--- config.mk ---
export PLATFORM = sky130hd
export DESIGN_NAME = stack_ctrl_flat
export DESIGN_NICKNAME = d
export VERILOG_FILES = /design/src/rtl/stack_ctrl_pkg.sv /design/src/rtl/stack_ctrl_if.sv /design/src/rtl/stack_ctrl.sv /design/src/flat_wrapper.sv
export SDC_FILE = /design/constraint.sdc
export NUM_CORES = 1
export LEC_CHECK = 0
export CORE_ASPECT_RATIO = 1.25
export CORE_MARGIN = 2
export CORE_UTILIZATION = 47
export CTS_BUF_LIST = sky130_fd_sc_hd__clkbuf_8
export DETAILED_ROUTE_END_ITERATION = 10
export PLACE_DENSITY_LB_ADDON = 0.15
export REMOVE_ABC_BUFFERS = 1
export SYNTH_ARGS = -nofsm -noshare
export SYNTH_HDL_FRONTEND = slang
export SYNTH_SLANG_ARGS = --single-unit
--- constraint.sdc ---
create_clock -name clk -period 5.1 [get_ports clk]
set_clock_uncertainty 0.2 [all_clocks]
set_input_delay 1.53 -clock clk [delete_from_list [all_inputs] [get_ports clk]]
set_output_delay 1.53 -clock clk [all_outputs]
set_load 0.02 [all_outputs]
--- src/rtl/stack_ctrl_pkg.sv ---
// Shared types and defaults for the stack-side sequencer.
package stack_ctrl_pkg;

  localparam int unsigned DATA_W_DEF = 32;
  localparam int unsigned DEPTH_DEF  = 64;
  localparam int unsigned PC_INC_DEF = 4;
  localparam int unsigned OP_W       = 2;

  typedef enum logic [OP_W-1:0] {
    OP_PUSH = 2'd0,
    OP_POP  = 2'd1,
    OP_CALL = 2'd2,
    OP_RET  = 2'd3
  } op_e;

  typedef enum logic [1:0] {
    ST_IDLE  = 2'd0,
    ST_ISSUE = 2'd1,
    ST_RESP  = 2'd2
  } state_e;

  // PUSH and CALL grow the stack; POP and RET shrink it.
  function automatic logic is_push(input op_e op);
    return (op == OP_PUSH) || (op == OP_CALL);
  endfunction

endpackage

--- src/rtl/stack_ctrl_if.sv ---
// Request/response handshake plus stack-memory strobes around stack_ctrl.
interface stack_ctrl_if #(
  parameter int unsigned DATA_W = 32
) ();

  logic              req_valid;
  logic              req_ready;
  logic [1:0]        req_op;
  logic [DATA_W-1:0] req_data;
  logic [DATA_W-1:0] req_pc;

  logic              resp_valid;
  logic              resp_ready;
  logic [DATA_W-1:0] resp_data;
  logic              resp_err;

  logic              stk_enable;
  logic              stk_push;
  logic              stk_pop;
  logic [DATA_W-1:0] stk_data_in;
  logic [DATA_W-1:0] stk_data_out;
  logic              stk_empty;
  logic [31:0]       stk_pointer;

  // Controller side (the sequencer itself).
  modport slave (
    input  req_valid, req_op, req_data, req_pc, resp_ready,
           stk_data_out, stk_empty, stk_pointer,
    output req_ready, resp_valid, resp_data, resp_err,
           stk_enable, stk_push, stk_pop, stk_data_in
  );

  // Requester and stack-memory side.
  modport master (
    output req_valid, req_op, req_data, req_pc, resp_ready,
           stk_data_out, stk_empty, stk_pointer,
    input  req_ready, resp_valid, resp_data, resp_err,
           stk_enable, stk_push, stk_pop, stk_data_in
  );

endinterface

--- src/rtl/stack_ctrl.sv ---
// Sequencer turning PUSH/POP/CALL/RET requests into one-cycle LIFO strobes.
// Optional full-stack rejection is enabled by defining STACK_CTRL_OVF_CHECK_EN.
module stack_ctrl
  import stack_ctrl_pkg::*;
#(
  parameter int unsigned DATA_W = DATA_W_DEF,
  parameter int unsigned DEPTH  = DEPTH_DEF,
  parameter int unsigned PC_INC = PC_INC_DEF
) (
  input  logic         clk,
  input  logic         rst,
  stack_ctrl_if.slave  bus
);

`ifdef STACK_CTRL_OVF_CHECK_EN
  localparam bit OVF_CHECK = 1'b1;
`else
  localparam bit OVF_CHECK = 1'b0;
`endif

  state_e            state_q, state_d;
  op_e               op_q, op_d;
  logic [DATA_W-1:0] data_q, data_d;
  logic              err_q, err_d;
  logic              req_ready_q, req_ready_d;
  logic              resp_valid_q, resp_valid_d;
  logic              resp_err_q, resp_err_d;
  logic [DATA_W-1:0] resp_data_q, resp_data_d;
  logic              stk_enable_q, stk_enable_d;
  logic              stk_push_q, stk_push_d;
  logic              stk_pop_q, stk_pop_d;
  logic [DATA_W-1:0] stk_data_in_q, stk_data_in_d;

  op_e  req_op_c;
  logic full_c;

  assign req_op_c = op_e'(bus.req_op);
  assign full_c   = OVF_CHECK && (bus.stk_pointer == 32'(DEPTH));

  // The stack only moves on our own strobes, so its flags at accept time
  // are still valid during the issue cycle.
  always_comb begin
    state_d       = state_q;
    op_d          = op_q;
    data_d        = data_q;
    err_d         = err_q;
    req_ready_d   = req_ready_q;
    resp_valid_d  = resp_valid_q;
    resp_err_d    = resp_err_q;
    resp_data_d   = resp_data_q;
    stk_enable_d  = 1'b0;
    stk_push_d    = 1'b0;
    stk_pop_d     = 1'b0;
    stk_data_in_d = stk_data_in_q;

    case (state_q)
      ST_IDLE: begin
        req_ready_d = 1'b1;
        if (bus.req_valid) begin
          state_d     = ST_ISSUE;
          req_ready_d = 1'b0;
          op_d        = req_op_c;
          data_d      = bus.req_data;
          err_d       = is_push(req_op_c) ? full_c : bus.stk_empty;
          if (is_push(req_op_c)) begin
            stk_data_in_d = (req_op_c == OP_CALL)
                          ? DATA_W'(bus.req_pc + DATA_W'(PC_INC))
                          : bus.req_data;
          end
          if (!err_d) begin
            stk_enable_d = 1'b1;
            stk_push_d   = is_push(req_op_c);
            stk_pop_d    = !is_push(req_op_c);
          end
        end
      end
      ST_ISSUE: begin
        state_d      = ST_RESP;
        resp_valid_d = 1'b1;
        resp_err_d   = err_q;
        // Top of stack is sampled before the pop strobe moves the pointer.
        resp_data_d  = is_push(op_q) ? data_q : bus.stk_data_out;
      end
      ST_RESP: begin
        if (bus.resp_ready) begin
          state_d      = ST_IDLE;
          resp_valid_d = 1'b0;
          resp_err_d   = 1'b0;
          req_ready_d  = 1'b1;
        end
      end
      default: begin
        state_d      = ST_IDLE;
        req_ready_d  = 1'b1;
        resp_valid_d = 1'b0;
        resp_err_d   = 1'b0;
      end
    endcase
  end

  always_ff @(posedge clk) begin
    if (rst) begin
      state_q       <= ST_IDLE;
      op_q          <= OP_PUSH;
      data_q        <= '0;
      err_q         <= 1'b0;
      req_ready_q   <= 1'b1;
      resp_valid_q  <= 1'b0;
      resp_err_q    <= 1'b0;
      resp_data_q   <= '0;
      stk_enable_q  <= 1'b0;
      stk_push_q    <= 1'b0;
      stk_pop_q     <= 1'b0;
      stk_data_in_q <= '0;
    end else begin
      state_q       <= state_d;
      op_q          <= op_d;
      data_q        <= data_d;
      err_q         <= err_d;
      req_ready_q   <= req_ready_d;
      resp_valid_q  <= resp_valid_d;
      resp_err_q    <= resp_err_d;
      resp_data_q   <= resp_data_d;
      stk_enable_q  <= stk_enable_d;
      stk_push_q    <= stk_push_d;
      stk_pop_q     <= stk_pop_d;
      stk_data_in_q <= stk_data_in_d;
    end
  end

  assign bus.req_ready   = req_ready_q;
  assign bus.resp_valid  = resp_valid_q;
  assign bus.resp_err    = resp_err_q;
  assign bus.resp_data   = resp_data_q;
  assign bus.stk_enable  = stk_enable_q;
  assign bus.stk_push    = stk_push_q;
  assign bus.stk_pop     = stk_pop_q;
  assign bus.stk_data_in = stk_data_in_q;

endmodule
--- src/flat_wrapper.sv ---
// flat-port wrapper written by rule: the top's interface ports become plain ports
module stack_ctrl_flat import stack_ctrl_pkg::*;
#(
  parameter int unsigned DATA_W = DATA_W_DEF,
  parameter int unsigned DEPTH  = DEPTH_DEF,
  parameter int unsigned PC_INC = PC_INC_DEF
)
  (clk, rst, bus_req_valid, bus_req_op, bus_req_data, bus_req_pc, bus_resp_ready, bus_stk_data_out, bus_stk_empty, bus_stk_pointer, bus_req_ready, bus_resp_valid, bus_resp_data, bus_resp_err, bus_stk_enable, bus_stk_push, bus_stk_pop, bus_stk_data_in);
  stack_ctrl_if #(.DATA_W(DATA_W)) bus_i ();
  input  logic clk;
  input  logic rst;
  input wire logic [$bits(bus_i.req_valid)-1:0] bus_req_valid;
  input wire logic [$bits(bus_i.req_op)-1:0] bus_req_op;
  input wire logic [$bits(bus_i.req_data)-1:0] bus_req_data;
  input wire logic [$bits(bus_i.req_pc)-1:0] bus_req_pc;
  input wire logic [$bits(bus_i.resp_ready)-1:0] bus_resp_ready;
  input wire logic [$bits(bus_i.stk_data_out)-1:0] bus_stk_data_out;
  input wire logic [$bits(bus_i.stk_empty)-1:0] bus_stk_empty;
  input wire logic [$bits(bus_i.stk_pointer)-1:0] bus_stk_pointer;
  output wire logic [$bits(bus_i.req_ready)-1:0] bus_req_ready;
  output wire logic [$bits(bus_i.resp_valid)-1:0] bus_resp_valid;
  output wire logic [$bits(bus_i.resp_data)-1:0] bus_resp_data;
  output wire logic [$bits(bus_i.resp_err)-1:0] bus_resp_err;
  output wire logic [$bits(bus_i.stk_enable)-1:0] bus_stk_enable;
  output wire logic [$bits(bus_i.stk_push)-1:0] bus_stk_push;
  output wire logic [$bits(bus_i.stk_pop)-1:0] bus_stk_pop;
  output wire logic [$bits(bus_i.stk_data_in)-1:0] bus_stk_data_in;
  assign bus_i.req_valid = bus_req_valid;
  assign bus_i.req_op = bus_req_op;
  assign bus_i.req_data = bus_req_data;
  assign bus_i.req_pc = bus_req_pc;
  assign bus_i.resp_ready = bus_resp_ready;
  assign bus_i.stk_data_out = bus_stk_data_out;
  assign bus_i.stk_empty = bus_stk_empty;
  assign bus_i.stk_pointer = bus_stk_pointer;
  assign bus_req_ready = bus_i.req_ready;
  assign bus_resp_valid = bus_i.resp_valid;
  assign bus_resp_data = bus_i.resp_data;
  assign bus_resp_err = bus_i.resp_err;
  assign bus_stk_enable = bus_i.stk_enable;
  assign bus_stk_push = bus_i.stk_push;
  assign bus_stk_pop = bus_i.stk_pop;
  assign bus_stk_data_in = bus_i.stk_data_in;
  stack_ctrl #(.DATA_W(DATA_W), .DEPTH(DEPTH), .PC_INC(PC_INC)) u_core (.clk(clk), .rst(rst), .bus(bus_i));
endmodule
==> metrics.txt <==
status=finished clean; GRT met1 Usage=31.1%; Final Max Tran Viols=0; DR vias=~4700; hold crit path type=reg2reg; simple-gate share of the synthesized area=between 20% and 30%; unrepaired setup endpoints after global routing=false; power share of the clock group=between 20% and 30%; reg2reg path depth=5; final setup fails=0; GP Congestion=a little over 0.8; number of diodes=0; Die Ht=between 100 and 150 um; CTS Buf Count=9; synth warn=0; Avg Cell Area, Syn=between 8 and 9 um2; pre-CTS setup slack=between 1 and 1.5 ns; filler instances=roughly 900; crit-path leading delay family=simple AND/OR/NAND/NOR gates; Syn-to-layout area delta=41.3%; # IOs=~210; GRT Total Usage=around a quarter; die width=between 90 and 100 um; Core Util, Final=67.7%; internal power=between 1 and 1.5 mW; Vias/cell=~5.5; Max transition margin=around 22%; Required @ worst endpoint=5.19 ns; VDD IR max=between 0.15 and 0.2 mV; Pre-Repair DR Iteration Count=4; CTS tree=yes; layer with the highest usage=met2; antenna violations before repair=0; CP Cell Sequence=clkdlybuf4s50_1 -> ha_1 -> nand4_1 -> nor4_1 -> nand3_1 -> xor2_1 -> a311oi_1; largest area contributor in the netlist=dfxtp_1; DR DRC count=0; Placed Area=~6600 um2; top cells by count, synth=106 x dfxtp_1, 97 x nand2_1, 55 x a21oi_1, 49 x nor2_1; fraction of registers with async set/reset=0%; clk_lat worst skew=around 0.37 ns; Total Power=~1.9 mW; Synth top area share=about 44%; Final WS setup=~1.5 ns; GR Util met2=a little under half; CTS sink count=roughly 110; Synth cell types=48; HPWL Detailed=about 10000 um; crit share post-route=69.8%; routed wire length per instance=approximately 17 um; Startpoint Class=input port; post-route cell area=just under 7000 um2; Clock Tree Buf Depth=2; Crit-path slowest cell=clkdlybuf4s50_1; post-CTS setup buffer count=0; Sw Pwr=around 530 uW; Clock transition at path regs=approximately 0.09 ns; Post-Synth Adder-Cell Area=less than 1%; cell area after synthesis=roughly 4800 um2; Hold-fix buffers, CTS=0; gr ovfl total=0; fin nets=approximately 860; post-CTS sizing=0; register area share after synthesis=44.0%; first-pass GRT wire length=around 23000 um; Worst Tran Pin Value=between 1 and 1.5 ns; Post-Route WL=roughly 14000 um; Crit Path Class=in2reg; Logic pwr share=between 20% and 30%; vias in the first global route=roughly 4700; Most used DFF post-synth=dfxtp_1; Synth area leaders=dfxtp_1 44%, nand2_1 7.6%, mux2i_1 7.1%; Final ANT Viol Nets=0; CP max FO=4; drt initial violations=between 150 and 200; Leak=between 2 and 2.5 nW; Buf/Inv on CP=1; Max Cap Viol=0; H-tree levels=3; Compound-Gate Fraction of Synth Area=18.8%; worst hold stages=2; core area=just over 10000 um2; Final Critical Period=roughly 3.6 ns; flops & latches, synth=about 110; f_max=between 200 and 300 MHz; Worst path depth=7; Synth Area in XOR/XNOR=~4.2%; CP arrival=about 3.7 ns; top-count cell post-synth=dfxtp_1; share of cells above drive strength 1=4.37%; Initial Utilization=between 40% and 50%; number of synthesized flops with an enable pin=0; Hold Vio Cnt, Final=0; met3 Track Usage GR=between 5 and 6%; Root Driver=clkbuf_8; Net Sw Frac=28.3%; pin count of the biggest net entering global routing=66; CP Capture Type=flop; Synth Instances=579; largest family of logic cells by synthesized area=simple AND/OR/NAND/NOR gates; crit-path max cell delay=around 0.54 ns; Reg power frac=just under 50%; Sum Neg Setup Slack=0 ns; Pwr Density=275 nW/um2; num rows=approximately 40; Port Buffers=between 150 and 200; mux share of post-synthesis cell area=about 7%; Die ar.=11100 um2
[sequential cells by signal (all words and copies together), names as in the netlist]
signal	cells
u_core.bus.req_ready	1
u_core.bus.resp_data	32
u_core.bus.resp_err	1
u_core.bus.resp_valid	1
u_core.bus.stk_data_in	32
u_core.bus.stk_enable	1
u_core.bus.stk_pop	1
u_core.bus.stk_push	1
u_core.data_q	32
u_core.err_q	1
u_core.op_q	1
u_core.state_q	2
[tightest hold or removal path, delay by kind of cell (launching register included)]
kind             cells  cell delay, ns
flip-flops           1            0.32
AND/OR/NAND/NOR      2            0.09
[per-layer routing]
| metal | up-vias | part of all wire, % |
|---|---|---|
| met3 | 20 | 5.7 |
| met4 | 0 | 1.8 |
| li1 | 2369 | - |
| met1 | 2202 | 41 |
| met5 | - | 0 |
| met2 | 133 | 51 |
[cells by family (layout without fill, tap and decap cells)]
| kind of cell | after synthesis | after routing |
|---|---|---|
| compound gates | 145 | 145 |
| xor+xnor | 23 | 23 |
| fa+ha+maj | 1 | 1 |
| buf+inv | 49 | 202 |
| flops | 106 | 106 |
| mux | 34 | 34 |
| simple gates | 221 | 221 |
[cell usage in the layout (no fill, tap or decap), types with 9 or more instances in the layout]
master	n
nand4_1	13
xor2_1	15
o221ai_1	10
mux2i_1	34
clkbuf_8	11
dfxtp_1	105
a21oi_1	55
a211oi_1	34
buf_4	10
nor3_1	10
o21ai_0	21
and3_1	16
nor2_1	49
o22ai_1	9
clkdlybuf4s50_1	171
nand2_1	97
[cell type report]
type                    instances  area, um2  area share (%)
multi-input cells             424       2520            37.0
flip-flops and latches        106       2120            31.2
repair buffers                181       1790            26.2
well taps                     129        161            2.37
clock buffers                  11        151            2.22
clock inverters                 5       52.6           0.771
inverters                       5       18.8           0.276
[path summary, 6_finish.rpt]
check	start	endpoint	slack [ns]
min	u_core.bus.stk_data_in[12]	u_core.bus.stk_data_in[12]	0.24
min reg2reg	u_core.bus.stk_data_in[12]	u_core.bus.stk_data_in[12]	0.24
max reg2reg	u_core.state_q[1]	u_core.bus.stk_data_in[11]	2.78
max	bus_req_pc[2]	u_core.bus.stk_data_in[18]	1.54
[power groups by stage]
stage / logic (mW) / clock network, mW / registers [mW]
floorplan: 0.140 / 0 / 0.982
global placement: 0.402 / 0 / 0.941
detailed placement: 0.411 / 0 / 0.945
CTS: 0.413 / 0.541 / 0.925
global route: 0.446 / 0.573 / 0.933
finish: 0.410 / 0.538 / 0.925
[metrics by stage]
stage,instances,hold WS [ns]
global route,861,0.268
floorplan,535,0.230
finish,861,0.244
global placement,845,0.228
CTS,861,0.249
detailed placement,845,0.235
Power figures use the tool's default switching activity.
